**src/rtl/mem_port_arbiter_pkg.sv**
```systemverilog
// Shared encodings and default widths for the fetch/execute memory port arbiter.
package mem_port_arbiter_pkg;

    localparam int unsigned DEF_ADDR_W     = 32;
    localparam int unsigned DEF_DATA_W     = 32;
    localparam int unsigned DEF_STARVE_MAX = 4;

    typedef enum logic [1:0] {
        IDLE    = 2'd0,
        EX_BUSY = 2'd1,
        IF_BUSY = 2'd2,
        RESP    = 2'd3
    } state_e;

    typedef enum logic {
        OWN_IF = 1'b0,
        OWN_EX = 1'b1
    } owner_e;

endpackage

```
**src/rtl/mem_port_arbiter.sv**
```systemverilog
// Arbitrates a fetch port and an execute port onto one single-ported memory,
// favouring execute but bounding how long fetch can be starved.
module mem_port_arbiter
    import mem_port_arbiter_pkg::*;
#(
    parameter int unsigned ADDR_W     = DEF_ADDR_W,
    parameter int unsigned DATA_W     = DEF_DATA_W,
    parameter int unsigned STARVE_MAX = DEF_STARVE_MAX
) (
    input  logic              clk,
    input  logic              rst,

    input  logic              if_req,
    input  logic [ADDR_W-1:0] if_addr,
    output logic              if_ack,
    output logic [DATA_W-1:0] if_rdata,
    output logic              if_stall,

    input  logic              ex_req,
    input  logic              ex_write,
    input  logic [ADDR_W-1:0] ex_addr,
    input  logic [DATA_W-1:0] ex_wdata,
    output logic              ex_ack,
    output logic [DATA_W-1:0] ex_rdata,
    output logic              ex_stall,

    output logic [ADDR_W-1:0] mem_addr,
    output logic [DATA_W-1:0] mem_wdata,
    output logic              mem_read,
    output logic              mem_write,
    input  logic [DATA_W-1:0] mem_rdata,
    input  logic              mem_ready
);

    localparam int unsigned     CNT_W   = $clog2(STARVE_MAX + 1);
    localparam logic [CNT_W-1:0] CNT_MAX = CNT_W'(STARVE_MAX);

    state_e             state_q,     state_d;
    owner_e             owner_q,     owner_d;
    logic               dir_q,       dir_d;
    logic [ADDR_W-1:0]  addr_q,      addr_d;
    logic [DATA_W-1:0]  wdata_q,     wdata_d;
    logic [CNT_W-1:0]   starve_q,    starve_d;
    logic [DATA_W-1:0]  if_rdata_q,  if_rdata_d;
    logic [DATA_W-1:0]  ex_rdata_q,  ex_rdata_d;
    logic [DATA_W-1:0]  cap_data;

    logic               if_ack_q,    if_ack_d;
    logic               ex_ack_q,    ex_ack_d;
    logic               mem_read_q,  mem_read_d;
    logic               mem_write_q, mem_write_d;
    logic [ADDR_W-1:0]  mem_addr_q,  mem_addr_d;
    logic [DATA_W-1:0]  mem_wdata_q, mem_wdata_d;

    // State, latched request and registered outputs.
    always_ff @(posedge clk or posedge rst) begin
        if (rst) begin
            state_q     <= IDLE;
            owner_q     <= OWN_IF;
            dir_q       <= 1'b0;
            addr_q      <= '0;
            wdata_q     <= '0;
            starve_q    <= '0;
            if_rdata_q  <= '0;
            ex_rdata_q  <= '0;
            if_ack_q    <= 1'b0;
            ex_ack_q    <= 1'b0;
            mem_read_q  <= 1'b0;
            mem_write_q <= 1'b0;
            mem_addr_q  <= '0;
            mem_wdata_q <= '0;
        end else begin
            state_q     <= state_d;
            owner_q     <= owner_d;
            dir_q       <= dir_d;
            addr_q      <= addr_d;
            wdata_q     <= wdata_d;
            starve_q    <= starve_d;
            if_rdata_q  <= if_rdata_d;
            ex_rdata_q  <= ex_rdata_d;
            if_ack_q    <= if_ack_d;
            ex_ack_q    <= ex_ack_d;
            mem_read_q  <= mem_read_d;
            mem_write_q <= mem_write_d;
            mem_addr_q  <= mem_addr_d;
            mem_wdata_q <= mem_wdata_d;
        end
    end

    // Next state: arbitrate in IDLE, wait for mem_ready in BUSY, ack once in RESP.
    always_comb begin
        state_d    = state_q;
        owner_d    = owner_q;
        dir_d      = dir_q;
        addr_d     = addr_q;
        wdata_d    = wdata_q;
        starve_d   = starve_q;
        if_rdata_d = if_rdata_q;
        ex_rdata_d = ex_rdata_q;
        cap_data   = dir_q ? '0 : mem_rdata;

        unique case (state_q)
            IDLE: begin
                if (ex_req && (!if_req || (starve_q < CNT_MAX))) begin
                    state_d = EX_BUSY;
                    owner_d = OWN_EX;
                    dir_d   = ex_write;
                    addr_d  = ex_addr;
                    wdata_d = ex_wdata;
                    if (!if_req) begin
                        starve_d = '0;
                    end else if (starve_q != CNT_MAX) begin
                        starve_d = starve_q + CNT_W'(1);
                    end
                end else if (if_req) begin
                    state_d  = IF_BUSY;
                    owner_d  = OWN_IF;
                    dir_d    = 1'b0;
                    addr_d   = if_addr;
                    wdata_d  = '0;
                    starve_d = '0;
                end
            end
            EX_BUSY, IF_BUSY: begin
                if (mem_ready) begin
                    state_d = RESP;
                    if (owner_q == OWN_EX) begin
                        ex_rdata_d = cap_data;
                    end else begin
                        if_rdata_d = cap_data;
                    end
                end
            end
            RESP: begin
                state_d = IDLE;
            end
            default: begin
                state_d = IDLE;
            end
        endcase
    end

    // Output decode from the upcoming state so the registered outputs line up with it.
    always_comb begin
        if_ack_d    = 1'b0;
        ex_ack_d    = 1'b0;
        mem_read_d  = 1'b0;
        mem_write_d = 1'b0;
        mem_addr_d  = '0;
        mem_wdata_d = '0;

        if ((state_d == EX_BUSY) || (state_d == IF_BUSY)) begin
            mem_read_d  = ~dir_d;
            mem_write_d = dir_d;
            mem_addr_d  = addr_d;
            mem_wdata_d = wdata_d;
        end else if (state_d == RESP) begin
            if_ack_d = (owner_d == OWN_IF);
            ex_ack_d = (owner_d == OWN_EX);
        end
    end

    assign if_ack    = if_ack_q;
    assign ex_ack    = ex_ack_q;
    assign if_rdata  = if_rdata_q;
    assign ex_rdata  = ex_rdata_q;
    assign mem_read  = mem_read_q;
    assign mem_write = mem_write_q;
    assign mem_addr  = mem_addr_q;
    assign mem_wdata = mem_wdata_q;

    assign if_stall  = if_req & ~if_ack_q;
    assign ex_stall  = ex_req & ~ex_ack_q;

endmodule
```
**config.mk**
```make
export PLATFORM = sky130hd
export DESIGN_NAME = mem_port_arbiter
export DESIGN_NICKNAME = d
export VERILOG_FILES = /design/src/rtl/mem_port_arbiter_pkg.sv /design/src/rtl/mem_port_arbiter.sv
export SDC_FILE = /design/constraint.sdc
export NUM_CORES = 1
export LEC_CHECK = 0
export ABC_AREA = 1
export CORE_ASPECT_RATIO = 1.2
export CORE_MARGIN = 2
export CORE_UTILIZATION = 47
export DETAILED_ROUTE_END_ITERATION = 8
export PLACE_DENSITY = 0.9
export SKIP_LAST_GASP = 1
export SLEW_MARGIN = 25
export SYNTH_ARGS = -nofsm -noshare
export SYNTH_HDL_FRONTEND = slang
export SYNTH_SLANG_ARGS = --single-unit
```
**constraint.sdc**
```tcl
create_clock -name clk -period 7.1 [get_ports clk]
set_input_delay 1.065 -clock clk [delete_from_list [all_inputs] [get_ports clk]]
set_output_delay 1.065 -clock clk [all_outputs]
set_load 0.01 [all_outputs]
```
==> results_dict.tcl, run 1 <==
set metrics [dict create \
    cts_sinks 203 \
    mappedNetlistArea_um2 8641 \
    final_hold_viol_count 0 \
    die_width_um 127.8 \
    hold_path_class "reg -> reg" \
    groute.usage.overall 0.2424 \
    synth_area_per_cell_um2 8.658 \
    cts_hold_repair.buffers 0 \
    area.sequential_um2 5081 \
    placementRows 54 \
    rr_startpoint "state_q[0]" \
    switchingPower_mw 2.105 \
    detail_route.drc_violations 0 \
    drt_first_pass_iters 5 \
    worstReg2RegEnd "mem_wdata[8]" \
    final_period_util 0.5364 \
    grt_start_max_net_pins 127 \
    reg2reg_depth 11 \
    clk_root_buffer_cell "clkbuf_16" \
    postSynthRegisterBits 203 \
    setup_repair_after_global_routing_missed_its_margin "false" \
    place.gp.congestion 0.8948 \
    worst_pin_slew_ns 0.8582 \
    sort_of_element_at_the_start_of_the_critical_path "input port" \
    finalNetCount 1366 \
    grt.overflow.total 0 \
    first_global_vias 7804 \
    routed_wire_length_per_instance_um 16.29 \
    global_route_wire_length_before_repair_mm 38.45 \
    postCtsSetupBuffers 0 \
    maximum_level_of_the_cts_h_tree 1 \
    top_usage_layer "met2" \
    cell_internal_pwr_mw 3.290 \
    die_height_um 152.5 \
    period_minus_slack_ns 3.809 \
    status "finished clean" \
    timing.max_cap.violations 0 \
    initial_utilization 0.4772 \
    fillerInstances 1396 \
    place.port_buffers 267 \
    groute.layer.met2.usage 0.4135 \
    max_freq_mhz 262.6 \
    route.detailed.vias_per_inst 5.248 \
    powerDensity_nw_per_um2 449.1 \
    layout.cells.most_common_list "clkdlybuf4s50_1, nand2_1, dfrtp_1" \
    endpoint_kind "primary output" \
    globalRouteMet1Util 0.3021 \
    grt_antenna_before_repair 0 \
    worstHoldPathCells 2 \
    drt_iter0_markers 534 \
    globalRouteMet3Util 0.04354 \
    worst_setup_path_type "in -> out" \
    yosys_warnings 0 \
    setup-violations-final 0 \
    seq_total_area_yosys 0.5879 \
    dp_hpwl_mm 15.70 \
    hold_end "wdata_q[26]" \
    static-leakage-power_nw 6.119 \
    area_taken_by_multi_input_logic_gates_um2 2581 \
    totalWireLength_mm 23.80 \
    synthDistinctLibCells 19 \
    route.vias.total 7668 \
    highest_net_fanout_along_the_worst_path 70 \
    die_area_um2 19490 \
    io_pins 268 \
    syn_to_final_growth_pct 39.04 \
    synth.net_count 1137 \
    clock-skew-final_ns 0.008009 \
    cells_resized_by_post_cts_repair 0 \
    dp.cells 1428 \
    mostFrequentLayoutCell "clkdlybuf4s50_1" \
    share_of_power_burned_in_the_clock_network 0.194 \
    drtAntennaViolNets 0 \
    worst_hold_slack_ns 0.4683 \
    design.core.area_um2 18110 \
    drv_slew 0 \
    drive_above_1_share 0.04285 \
    tritoncts "done" \
    cts_inserted_buffers 20 \
    worst-endpoint-required_ns 6.03 \
    worst_setup_hold_path_clk_slew_ns 0.07 \
    worst_skew_pair.late_latency_ns 0.48 \
    critPathArrivalTime_ns 2.74 \
    peakVddDrop_v 0.0003043 \
    slew_headroom 0.4279 \
    timing.reg2reg.setup_slack_ns 3.95 \
    p_seq_frac 0.354 \
    min_from "wdata_q[26]" \
    power.switching_fraction 0.3901 \
    stdcell_count 1461 \
    cts.path.max_buffers 3 \
    combPwrFrac 0.453 \
    total_power_mw 5.395 \
    final.setup.tns_ns 0 \
    n_antenna_cell 0 \
    postSynthCellCount 998 \
]
==> worst max-delay path, cell delays in order <==
cell             delay, ns
buf_2                 0.11
buf_4                 0.60
inv_1                 0.17
nor2_1                0.12
clkdlybuf4s50_1       0.62
==> Yosys cell counts, drive strengths merged <==
library cell,instances,share of area
nand4,100,0.072
nand3,32,0.019
inv,173,0.075
a21oi,40,0.023
nand2,236,0.10
nor2,70,0.031
buf,44,0.031
ha,5,0.0072
clkbuf,26,0.011
o21ai,69,0.040
dfrtp,203,0.59
==> worst max path at each step <==
stage / end / from / slack (ns) / depth (start not counted)
after floorplan: addr_q[0] / rst / 0.50 / 1
after global placement: mem_addr[13] / ex_req / 3.20 / 9
after detailed placement: mem_addr[13] / mem_ready / 3.23 / 10
after CTS: ex_stall / ex_req / 3.32 / 5
after global routing: ex_stall / ex_req / 3.16 / 5
final: ex_stall / ex_req / 3.29 / 5
==> state kept, by name, summed over array words and instances (netlist names) <==
register	cells
mem_write	1
mem_wdata	32
ex_ack	1
starve_q	3
if_ack	1
mem_addr	32
mem_read	1
ex_rdata	32
state_q	2
wdata_q	32
if_rdata	32
owner_q	1
dir_q	1
addr_q	32
==> metrics by stage <==
step / cell area (um^2) / setup WS (ns) / util
4_1_cts: 11980 / 3.322 / 0.6617
3_5_place_dp: 11330 / 3.228 / 0.6259
6_report: 12010 / 3.291 / 0.6635
2_1_floorplan: 8641 / 0.4959 / -
3_3_place_gp: 11330 / 3.197 / 0.6255
5_1_grt: 12010 / 3.156 / 0.6635
==> power by group through the flow <==
| stage | clock [mW] | sequential, mW | combinational [mW] |
|---|---|---|---|
| after floorplan | 0 | 1.99 | 1.30 |
| after global placement | 0 | 1.90 | 2.31 |
| after detailed placement | 0 | 1.92 | 2.42 |
| after CTS | 1.07 | 1.91 | 2.43 |
| after global routing | 1.12 | 1.96 | 2.69 |
| final | 1.05 | 1.91 | 2.44 |
==> cells by family after synthesis <==
kind of cell	count (synthesis)	share of synthesized area
adders and majority gates	5	0.007240
AOI/OAI and AO/OA	109	0.06357
and+or+nand+nor	438	0.2242
DFF	203	0.5879
buffers and inverters	243	0.1171
==> cell type report <==
class,instances,share of cell area
flip-flops and latches,203,0.4229
repair buffers,277,0.2303
multi-input cells,552,0.2149
inverters,173,0.05468
clock buffers,27,0.04978
well taps,224,0.02333
clock inverters,5,0.004166
==> metal layers <==
layer  up-vias  share of wire
met5         -              0
met4         0          0.043
met3        78          0.077
met2       403           0.50
met1      3595           0.38
li1       3592              -
No activity file was read; power rests on OpenSTA's default activity.
==> inputs of run 2 (changes only) <==
==> constraint.sdc (replaced) <==
create_clock -name clk -period 3.6 [get_ports clk]
set_input_delay 0.54 -clock clk [delete_from_list [all_inputs] [get_ports clk]]
set_output_delay 0.54 -clock clk [all_outputs]
set_load 0.01 [all_outputs]
==> results_dict.tcl, run 2 (synthesis gave the netlist of run 1 again) <==
set metrics [dict create \
    place.port_buffers 267 \
    worst_skew_pair.late_latency_ns 0.49 \
    crit_path_cell_trace "inv_1 > ha_4 > nand2_1 > nand2_1 > a21oi_1 > a21oi_1 > ha_1 > inv_2 > buf_12 > a21oi_1" \
    static-leakage-power_nw 6.133 \
    reg2reg_depth 10 \
    postCtsSetupBuffers 0 \
    die_width_um 127.8 \
    p_seq_frac 0.351 \
    slew_headroom 0.4568 \
    grt_antenna_before_repair 0 \
    syn_to_final_growth_pct 39.56 \
    drv_slew 0 \
    postPlaceCellArea_um2 11390 \
    total_power_mw 10.74 \
    final.setup.tns_ns 0 \
    powerDensity_nw_per_um2 890.7 \
    worst_setup_path_type "reg -> reg" \
    cts_sinks 203 \
    grt_start_max_net_pins 99 \
    finalInstanceArea_um2 12060 \
    worst_setup_hold_path_clk_slew_ns 0.07 \
    clock-skew-final_ns 0.006734 \
    cells_resized_by_post_cts_repair 0 \
    place.gp.congestion 0.7964 \
    cts_hold_repair.buffers 0 \
    highest_net_fanout_along_the_worst_path 41 \
    final_period_util 0.6347 \
    worst_hold_slack_ns 0.3748 \
    fillerInstances 1369 \
    hold_path_class "in -> reg" \
    min_from "ex_req" \
    die_area_um2 19490 \
    route.detailed.vias_per_inst 5.276 \
    drtAntennaViolNets 0 \
    path_common_cell "a21oi_1" \
    setup_repair_after_global_routing_missed_its_margin "false" \
    switchingPower_mw 4.164 \
    power.switching_fraction 0.3877 \
    grt.overflow.total 0 \
    worstHoldPathCells 3 \
    drt_iter0_markers 591 \
    worst-endpoint-required_ns 3.96 \
    path_buf_inv 3 \
    final_critical_path_setup_slack_ns 1.315 \
    timing.reg2reg.setup_slack_ns 1.32 \
    dp_hpwl_mm 15.80 \
    timing.critical_path.max_delay_family "buffers and inverters" \
    critPathArrivalTime_ns 2.65 \
    cts_inserted_buffers 20 \
    groute.usage.overall 0.2448 \
    cell_internal_pwr_mw 6.576 \
    drt_first_pass_iters 5 \
    die_height_um 152.5 \
    endpoint_kind "register" \
    drive_above_1_share 0.04505 \
    detail_route.drc_violations 0 \
    stdcell_count 1467 \
    cts.path.max_buffers 3 \
    tritoncts "done" \
    worstReg2RegEnd "mem_wdata[16]" \
    maximum_level_of_the_cts_h_tree 1 \
    design.core.area_um2 18110 \
    final_core_utilization 0.6660 \
    max_stage_delay_ns 0.41 \
    totalWireLength_mm 24.00 \
    global_route_wire_length_before_repair_mm 38.47 \
    route.vias.total 7740 \
    sort_of_element_at_the_start_of_the_critical_path "register" \
    setup-violations-final 0 \
    peakVddDrop_v 0.0008197 \
    first_global_vias 7768 \
    worst_pin_slew_ns 0.8148 \
    max_freq_mhz 437.6 \
    placement.setup.worst_slack_ns 0.9826 \
    n_antenna_cell 0 \
    timing.max_cap.violations 0 \
    clk_root_buffer_cell "clkbuf_16" \
    rr_startpoint "state_q[0]" \
    timing.critical_path.slowest_stage_cell "inv_2" \
    placementRows 54 \
    io_pins 268 \
    mostFrequentLayoutCell "clkdlybuf4s50_1" \
    finalNetCount 1370 \
    layout.cells.most_common_list "clkdlybuf4s50_1, nand2_1, dfrtp_1" \
    hold_end "starve_q[2]" \
    share_of_power_burned_in_the_clock_network 0.198 \
    dp.cells 1433 \
    routed_wire_length_per_instance_um 16.36 \
    status "finished clean" \
    initial_utilization 0.4772 \
    period_minus_slack_ns 2.285 \
    combPwrFrac 0.451 \
    final_hold_viol_count 0 \
]
run 2: changes by cell type in the layout (fill, tap and decap cells not counted), moves of 2 or more:
| cell | delta |
|---|---|
| buf_12 | +3 |
| buf_4 | +3 |
| clkbuf_1 | +3 |
| clkbuf_8 | -2 |
run 2: how the worst max path moves through the flow:
stage / startpoint / slack [ns] / cells after the start / to
6_report: state_q[0] / 1.32 / 10 / mem_wdata[16]
2_1_floorplan: rst / 0.43 / 1 / addr_q[0]
3_5_place_dp: mem_ready / 0.98 / 9 / mem_wdata[16]
5_1_grt: state_q[0] / 1.14 / 10 / mem_wdata[21]
4_1_cts: state_q[0] / 1.27 / 10 / mem_wdata[21]
3_3_place_gp: mem_ready / 0.99 / 9 / mem_addr[13]
run 2: worst register-to-register path: stages, from the launching register on:
cell	delay, ns
dfrtp_1	0.39
inv_1	0.12
ha_4	0.22
nand2_1	0.08
nand2_1	0.06
a21oi_1	0.12
a21oi_1	0.07
ha_1	0.30
inv_2	0.41
buf_12	0.29
a21oi_1	0.10
run 2: layout make-up:
class	instances	area, um^2	share of cell area
multi-input cells	552	2574	0.2134
repair buffers	281	2805	0.2326
clock buffers	28	581.8	0.04825
flip-flops and latches	203	5081	0.4214
clock inverters	6	83.83	0.006952
well taps	224	280.3	0.02324
inverters	173	653.1	0.05416
run 2: layer usage:
metal / GRT usage / vias to the layer above / share of wire
met5: 0 / - / 0
met3: 0.04775 / 81 / 0.076
li1: - / 3607 / -
met4: 0.1094 / 0 / 0.043
met2: 0.4184 / 401 / 0.50
met1: 0.3001 / 3651 / 0.38
run 2: power by group through the flow:
stage	registers [mW]	logic, mW	clock network [mW]
finish	3.77	4.84	2.13
global route	3.85	5.38	2.27
CTS	3.77	4.88	2.17
detailed placement	3.78	4.85	0
global placement	3.75	4.66	0
floorplan	3.93	2.56	0
